==> src/rtl/vend_ctrl.sv <==
// vend_ctrl: coin-credit vending controller.
// Collects coins in half-unit steps, charges the selected product's price,
// hands off to the dispenser via req/ack, then pays change one coin per
// hopper handshake using the largest coin that fits.
module vend_ctrl #(
    parameter int PRICE0     = 3,
    parameter int PRICE1     = 4,
    parameter int PRICE2     = 5,
    parameter int PRICE3     = 6,
    parameter int MAX_CREDIT = 16,
    parameter int TIMEOUT    = 200
) (
    input  logic       clk,
    input  logic       rst,
    input  logic       d1,
    input  logic       d2,
    input  logic       d3,
    input  logic       sel_valid,
    input  logic [1:0] sel,
    input  logic       cancel,
    input  logic       vend_ack,
    input  logic       chg_ready,
    output logic       vend_req,
    output logic [1:0] vend_id,
    output logic       chg_valid,
    output logic [1:0] chg_coin,
    output logic [4:0] credit,
    output logic       busy,
    output logic       coin_reject
);

    typedef enum logic [1:0] {IDLE, COLLECT, VEND, CHANGE} state_t;

    state_t     state, state_nx;
    logic [4:0] credit_nx;
    logic [1:0] vend_id_nx;
    logic [7:0] tcnt, tcnt_nx;
    logic       reject_nx;

    logic [2:0] coin_val;
    logic       coin_any, coin_extra, coin_ok;
    logic [5:0] sum;
    logic [4:0] eff, price_sel, chg_amt;

    // Coin decode: one coin per cycle, d1 beats d2 beats d3; losers are refused.
    always_comb begin
        coin_val   = 3'd0;
        coin_extra = 1'b0;
        if (d1) begin
            coin_val   = 3'd1;
            coin_extra = d2 | d3;
        end else if (d2) begin
            coin_val   = 3'd2;
            coin_extra = d3;
        end else if (d3) begin
            coin_val   = 3'd4;
        end
    end

    assign coin_any = d1 | d2 | d3;
    assign sum      = {1'b0, credit} + {3'b000, coin_val};
    assign coin_ok  = coin_any && (state == IDLE || state == COLLECT) &&
                      (sum <= 6'(MAX_CREDIT));
    // Credit after this cycle's coin; the selection and cancel act on this value.
    assign eff      = coin_ok ? sum[4:0] : credit;

    // Price lookup for the current selection.
    always_comb begin
        case (sel)
            2'd0:    price_sel = 5'(PRICE0);
            2'd1:    price_sel = 5'(PRICE1);
            2'd2:    price_sel = 5'(PRICE2);
            default: price_sel = 5'(PRICE3);
        endcase
    end

    // Largest change coin that fits the remaining credit.
    always_comb begin
        if (credit >= 5'd4) begin
            chg_amt  = 5'd4;
            chg_coin = (state == CHANGE) ? 2'b11 : 2'b00;
        end else if (credit >= 5'd2) begin
            chg_amt  = 5'd2;
            chg_coin = (state == CHANGE) ? 2'b10 : 2'b00;
        end else begin
            chg_amt  = 5'd1;
            chg_coin = (state == CHANGE) ? 2'b01 : 2'b00;
        end
    end

    // Next-state, credit, timeout and reject logic.
    always_comb begin
        state_nx   = state;
        credit_nx  = credit;
        vend_id_nx = vend_id;
        tcnt_nx    = tcnt;
        reject_nx  = coin_extra | (coin_any & ~coin_ok);
        case (state)
            IDLE: begin
                if (coin_ok) begin
                    credit_nx = eff;
                    state_nx  = COLLECT;
                    tcnt_nx   = 8'd0;
                end
            end
            COLLECT: begin
                credit_nx = eff;
                if (cancel) begin
                    tcnt_nx  = 8'd0;
                    state_nx = (eff == 5'd0) ? IDLE : CHANGE;
                end else if (sel_valid && eff >= price_sel) begin
                    state_nx   = VEND;
                    credit_nx  = eff - price_sel;
                    vend_id_nx = sel;
                    tcnt_nx    = 8'd0;
                end else if (coin_ok || sel_valid) begin
                    tcnt_nx = 8'd0;
                end else if (tcnt == 8'(TIMEOUT - 1)) begin
                    state_nx = CHANGE;
                    tcnt_nx  = 8'd0;
                end else begin
                    tcnt_nx = tcnt + 8'd1;
                end
            end
            VEND: begin
                if (vend_ack)
                    state_nx = (credit != 5'd0) ? CHANGE : IDLE;
            end
            CHANGE: begin
                if (chg_ready) begin
                    credit_nx = credit - chg_amt;
                    if (credit == chg_amt)
                        state_nx = IDLE;
                end
            end
            default: state_nx = IDLE;
        endcase
    end

    // State and datapath registers; reset discards any held credit.
    always_ff @(posedge clk) begin
        if (rst) begin
            state       <= IDLE;
            credit      <= 5'd0;
            vend_id     <= 2'd0;
            tcnt        <= 8'd0;
            coin_reject <= 1'b0;
        end else begin
            state       <= state_nx;
            credit      <= credit_nx;
            vend_id     <= vend_id_nx;
            tcnt        <= tcnt_nx;
            coin_reject <= reject_nx;
        end
    end

    assign vend_req  = (state == VEND);
    assign chg_valid = (state == CHANGE);
    assign busy      = (state == VEND) || (state == CHANGE);

endmodule

==> config.mk <==
export PLATFORM = sky130hd
export DESIGN_NAME = vend_ctrl
export DESIGN_NICKNAME = d
export VERILOG_FILES = /design/src/rtl/vend_ctrl.sv
export SDC_FILE = /design/constraint.sdc
export NUM_CORES = 1
export LEC_CHECK = 0
export CAP_MARGIN = 20
export CELL_PAD_IN_SITES_DETAIL_PLACEMENT = 0
export CELL_PAD_IN_SITES_GLOBAL_PLACEMENT = 1
export CORE_MARGIN = 2
export CORE_UTILIZATION = 34
export CTS_CLUSTER_DIAMETER = 200
export DETAILED_ROUTE_END_ITERATION = 7
export GPL_TIMING_DRIVEN = 0
export PLACE_DENSITY = 0.74
export SETUP_SLACK_MARGIN = 0.3
export SKIP_CTS_REPAIR_TIMING = 1
export SLEW_MARGIN = 20
export SYNTH_ARGS = -nofsm -noshare
export SYNTH_HDL_FRONTEND = slang
export SYNTH_SLANG_ARGS = --single-unit
==> constraint.sdc <==
create_clock -name clk -period 4.7 [get_ports clk]
set_input_delay 0.94 -clock clk [delete_from_list [all_inputs] [get_ports clk]]
set_output_delay 0.94 -clock clk [all_outputs]
set_load 0.02 [all_outputs]
# == Word-level counts from Yosys, hierarchy flattened ==
# Index checks and enable logic that the tools add are counted.
# word_totals
ff_bits,18
output_inout_bits,13
# classes
addsub,4
magnitude_cmp,4
n_eq_ne,13
mux,36
n_bitwise,7
n_reduce_logical,16
# ops
op,count
2-to-1 mux 8 bit,5
2-to-1 mux 2 bit,15
2-to-1 mux 5 bit,5
one-hot mux 8 bit (2 select lines),1
one-hot mux 5 bit (3 select lines),1
2-to-1 mux 3 bit,4
subtractor 5 bit,2
one-hot mux 3 bit (3 select lines),1
"adder 8 x 1 -> 8 bit, second input constant",1
"== test 8 bit, second input constant",1
one-hot mux 2 bit (4 select lines),1
adder 5 x 3 -> 6 bit,1
"== test 2 bit, second input constant",3
"less-or-equal comparator 6 x 5 -> 1 bit, second input constant",1
"!= test 2 bit, second input constant",3
AND reduction 3 bit,2
AND reduction 6 bit,1
== test 5 bit,1
"greater-or-equal comparator 5 x 2 -> 1 bit, second input constant",1
"greater-or-equal comparator 5 x 3 -> 1 bit, second input constant",1
greater-or-equal comparator 5 bit,1
logical NOT 5 bit,1
nonzero test 5 bit,1
"== test 2 x 1 -> 1 bit, second input constant",2
other kinds (13),24

# == Longest topological paths before layout ==
# logic_depth
depth_word,12
ltp_mapped,18
depth_no_buf,17

# == Worst setup path after synthesis ==
# No wires, ideal clock.
# synth_timing
kind,in2reg
startpoint,input d1
endpoint,register state[1]
setup_time_ns,0.117
t_arrival_ns,4.617
required_time_ns,4.583
path_slack_ns,-0.035
path_stages,17
path_cell_list,ha_1 inv_1 fa_1 nand2b_1 o311a_1 nor3_1 and2_1 buf_6 clkbuf_1 a21o_1 inv_1 ha_1 a211oi_1 o211ai_2 a2111oi_1 nor3_1 a32o_1
# synth_between
elab_chain_cells,10
# synth_rtl
element,line_no,rtl
start: declaration,15,"input logic d1,"
2-to-1 mux 3 bit or bitwise OR 1 bit (tied branches),"49, 60",
adder 5 x 3 -> 6 bit or bitwise OR 1 bit (tied branches),"61, 60",
less-or-equal comparator 6 x 5 -> 1 bit or logical AND 1 bit (tied branches),"63, 62",
logical AND 1 bit,62,assign coin_ok = coin_any && (state == IDLE || state == COLLECT) &&
2-to-1 mux 5 bit,65,assign eff = coin_ok ? sum[4:0] : credit;
greater-or-equal comparator 5 bit,111,end else if (sel_valid && eff >= price_sel) begin
logical AND 1 bit,111,
2-to-1 mux 2 bit,111,
2-to-1 mux 2 bit,108,if (cancel) begin
one-hot mux 2 bit (4 select lines),98,case (state)
end signal: assignment,149,state <= state_nx;
end: declaration,34,"state_t state, state_nx;"
# Parallel ways exist; a longest one is shown, timed or not.
# A chain may end at the register's enable or synchronous reset.

# == Final worst setup path ==
# Ends and elaborated chain as after synthesis.

==> results.md <==
Worst setup path:
- The count of cells along the worst register-to-register path is 15.
- The required time of the critical path is 4.86 ns.
- STA classifies the critical path startpoint as a primary input.
- In this run the register-to-register setup slack is approximately 0.46 ns.
- The critical path class is in2reg.
- The worst register-to-register path ends at state[1]$_SDFFE_PP0P_.
- The start of the worst register-to-register path is credit[1]$_SDFFE_PP0P_.
- Along the worst path, the maximum fanout reaches 6.
- In this design, the stage delay of the slowest critical-path cell is between 0.4 and 0.5 ns.
- The worst endpoint data arrival time is roughly 4.5 ns.
- The capturing element type of the critical path is a flop.
- Traced cell by cell, the critical path runs through buf_6 > ha_4 > inv_1 > fa_2 > nand2b_4 > o311a_4 > nor3_4 > and2_4 > buf_8 > mux2i_4 > ha_4 > nand2b_4 > a211oi_4 > o211ai_4 > a2111oi_4 > nor3_2 > a32o_1.
- The master of the slowest instance on the critical path is sky130_fd_sc_hd__a2111oi_4.

Synthesis:
- The proportion of netlist area held by the largest area contributor is 20.1%.
- The cell count after synthesis came out at ~240.
- The primary flip-flop cell chosen by synthesis mapping is sky130_fd_sc_hd__dfxtp_1.
- In the post-synthesis netlist, the biggest area contributors are sky130_fd_sc_hd__dfxtp_1, sky130_fd_sc_hd__ha_1, sky130_fd_sc_hd__nor2_1.
- The total nets after synthesis is 262.
- After synthesis, the netlist uses 54 different library cells.
- The fraction of the yosys area taken by sequential cells is just over 20%.
- The cell taking the most area after synthesis is sky130_fd_sc_hd__dfxtp_1.
- Counting flops with an async set or reset pin after synthesis yields a share of 0%.
- A synthesized cell averages approximately 7.6 µm².
- The count of flip-flops with a built-in enable after synthesis is 0.
- The register bit total from synthesis is 18.
- The number of warnings issued by yosys is 0.
- The total standard cell area after synthesis is between 1500 and 2000 µm².

Hold path:
- The type of the worst min-delay path is reg2reg.
- For hold timing, the worst endpoint is vend_id[1]$_SDFFE_PP0P_.
- Counting instances, the worst hold path has a depth of 2.
- The origin of the worst min-delay path is vend_id[1]$_SDFFE_PP0P_.

Clocking:
- The H-tree level count is 1.
- Clock tree synthesis found a total of 18 sinks.
- The clock slew at the register clock pins of the worst setup and hold paths is roughly 0.080 ns.
- The number of buffers on the longest clock path is 2.
- The library cell used as clock root buffer is sky130_fd_sc_hd__clkbuf_8.
- TritonCTS built the clock tree.
- The later pin in the worst-skew pair is clocked with a latency of ~0.26 ns.
- The number of clock buffers added by TritonCTS is 3.

STA:
- The number of hold-slack violations in the final timing report is 0.
- At the pin with the least slew margin, the transition time is 0.654 ns.
- The final period utilization is around nine tenths.
- The final worst setup slack is about 0.38 ns.
- The sum of negative setup slack is 0 ns.
- For this run, the top clock speed supported by timing is about 230 MHz.
- The minimum clock period after layout is around 4.3 ns.
- The tightest hold path in the finished design has a slack of 0.509 ns.
- Setup repair after global routing could not meet its margin everywhere.
- The final max-slew violation count is 0.
- Between clock sinks in the finished design, the worst skew comes to between 0.003 and 0.004 ns.
- The relative max-transition margin is a little under three fifths.
- The final setup violation count is 0.

Layout:
- The multi-input logic area is about 1500 µm².
- The number of antenna diodes in the final layout is 0.
- Registers take roughly 360 µm².
- The number of nets at the end of the flow is 296.
- Once layout is done, the placed cells without fillers occupy approximately 2400 µm².
- From synthesis to final layout, the design area changed by 35.7%.
- The commonest non-fill, non-tap cell in the layout is sky130_fd_sc_hd__nor2_1.
- In the final layout, the share of cells above drive strength 1 is approximately 17%.
- The count of filler cells inserted in the layout is roughly 530.
- In the layout the commonest cells are sky130_fd_sc_hd__nor2_1, sky130_fd_sc_hd__clkdlybuf4s50_1, sky130_fd_sc_hd__nand2_1, sky130_fd_sc_hd__dfxtp_1, sky130_fd_sc_hd__inv_1.

Global route:
- Entering global routing, the biggest net connects 12 pins.
- The via count of the first global-routing pass came to 1677.
- The global-route usage over all layers is between 10% and 20%.
- The first global-routing pass estimated 8.12 mm of wire.
- The aggregate global routing overflow is 0.
- The number of antenna violations at the first check in global routing is 0.

Routing:
- For this run, the detailed router's first-pass iteration total came to 4.
- The average detailed-routed wire length per instance is ~15 µm.
- After detailed routing, the total wire length is 5.00 mm.
- The post-detailed-route count of antenna-violating nets is 0.
- The via count normalized by instance count is between 5 and 6.
- Across all layers, the routed design uses between 1500 and 2000 vias.
- For this block, the initial DRC count from the detailed router was approximately 100.
- The number of remaining DRC errors is 0.

Place:
- Detailed placement finished with a half-perimeter wire length of approximately 3.7 mm.
- OpenSTA, run right after detailed placement, puts the worst setup slack at -0.800 ns.
- The placed cell area is around 2200 µm².
- The global placer's final weighted congestion is 0.878.
- The number of input and output port buffers inserted is 22.

Run:
- Max-cap violations in this run came to 0.

Floorplan:
- Measured along the x axis, the die boundary spans approximately 77 µm.
- The number of rows in the core area is 26.
- The die covers 5860 µm².
- The placeable core region is between 5000 and 6000 µm².
- The die is about 77 µm tall.
- For this configuration, the core starts out at a cell density of approximately a third.
- 24 I/O pins were placed.

Power and ir drop:
- The worst supply voltage drop on vdd is 0.000209 V.
- In this run the power density over the cells is 635 nW/µm².
- The leakage power figure is ~0.00097 µW.

Run status:
- The run finished with clean final reports.
[flip-flops by register name (all words and copies together) (netlist names)]
name         flops
tcnt             8
credit           5
state            2
vend_id          2
coin_reject      1
[layer usage]
metal  global-route usage, %  wire, µm  vias up
li1                        -         -      920
met1                    24.1      2540      825
met2                    27.6      2250       49
met3                    2.37       193        3
met4                    2.18        27        0
met5                       0         0        -
[worst max-delay path, delay by kind of cell]
| family | cells | cell delay (ns) |
|---|---|---|
| muxes | 1 | 0.29 |
| buffers and inverters | 3 | 0.28 |
| and+or+nand+nor | 5 | 0.81 |
| AOI/OAI and AO/OA | 5 | 1.39 |
| adders and majority gates | 3 | 0.78 |
[layout make-up]
type	count	share of cell area (%)
buffer	9	2.32
inverter	19	2.94
clock buffer	4	2.27
timing repair buffer	29	11.2
tap	70	3.61
multi-input combinational	190	62.9
sequential	18	14.8
[synth_stat cells (2+ instances only)]
cell / n
sky130_fd_sc_hd__nor2_1: 23
sky130_fd_sc_hd__or2_2: 2
sky130_fd_sc_hd__inv_1: 18
sky130_fd_sc_hd__o21ai_0: 9
sky130_fd_sc_hd__mux2i_1: 6
sky130_fd_sc_hd__nand2_1: 18
sky130_fd_sc_hd__maj3_1: 2
sky130_fd_sc_hd__xor2_1: 6
sky130_fd_sc_hd__fa_1: 3
sky130_fd_sc_hd__or3_1: 3
sky130_fd_sc_hd__nand3_1: 4
sky130_fd_sc_hd__a21o_1: 6
sky130_fd_sc_hd__o21a_1: 3
sky130_fd_sc_hd__a21oi_1: 15
sky130_fd_sc_hd__xnor2_1: 5
sky130_fd_sc_hd__a31oi_1: 7
sky130_fd_sc_hd__ha_1: 12
sky130_fd_sc_hd__a211oi_1: 4
sky130_fd_sc_hd__and2_1: 4
sky130_fd_sc_hd__nor3_1: 13
sky130_fd_sc_hd__nor4_1: 2
sky130_fd_sc_hd__clkbuf_1: 7
sky130_fd_sc_hd__or4_1: 2
sky130_fd_sc_hd__nor2b_1: 3
sky130_fd_sc_hd__nand2b_1: 4
sky130_fd_sc_hd__and3_1: 2
sky130_fd_sc_hd__o21bai_1: 2
sky130_fd_sc_hd__dfxtp_1: 18
sky130_fd_sc_hd__nand4_1: 8
[report_power, final]
group	switching, µW	internal, µW	leakage (µW)
combinational	617	552	0.000794
sequential	56.7	182	0.000147
clock	59.3	74.7	0.0000288
total	733	809	0.000970
[metrics by stage]
step	util [%]	power, µW	std cells
after floorplan	-	978	236
after global placement	42.3	1220	328
after detailed placement	42.3	1220	328
after CTS	43.4	1360	332
after global routing	47.6	1670	339
final	47.6	1540	339
[logic make-up after synthesis]
group / Yosys count / share of synthesized area, %
xor+xnor: 11 / 5.38
compound gates: 64 / 26.0
mux: 6 / 3.36
buf+inv: 28 / 6.29
simple gates: 92 / 25.9
flops: 18 / 20.1
fa+ha+maj: 17 / 12.9
[how the worst max path moves through the flow]
| stage | start | endpoint | slack [ns] | cells after the start |
|---|---|---|---|---|
| after detailed placement | d1 | state[1]$_SDFFE_PP0P_ | -0.80 | 17 |
| after floorplan | d1 | state[1]$_SDFFE_PP0P_ | 0.32 | 16 |
| final | d1 | state[1]$_SDFFE_PP0P_ | 0.38 | 17 |
| after global routing | d1 | state[1]$_SDFFE_PP0P_ | 0.27 | 17 |
| after CTS | d1 | state[1]$_SDFFE_PP0P_ | -0.54 | 17 |
| after global placement | d1 | state[1]$_SDFFE_PP0P_ | -0.78 | 17 |
Power figures use the tool's default switching activity.
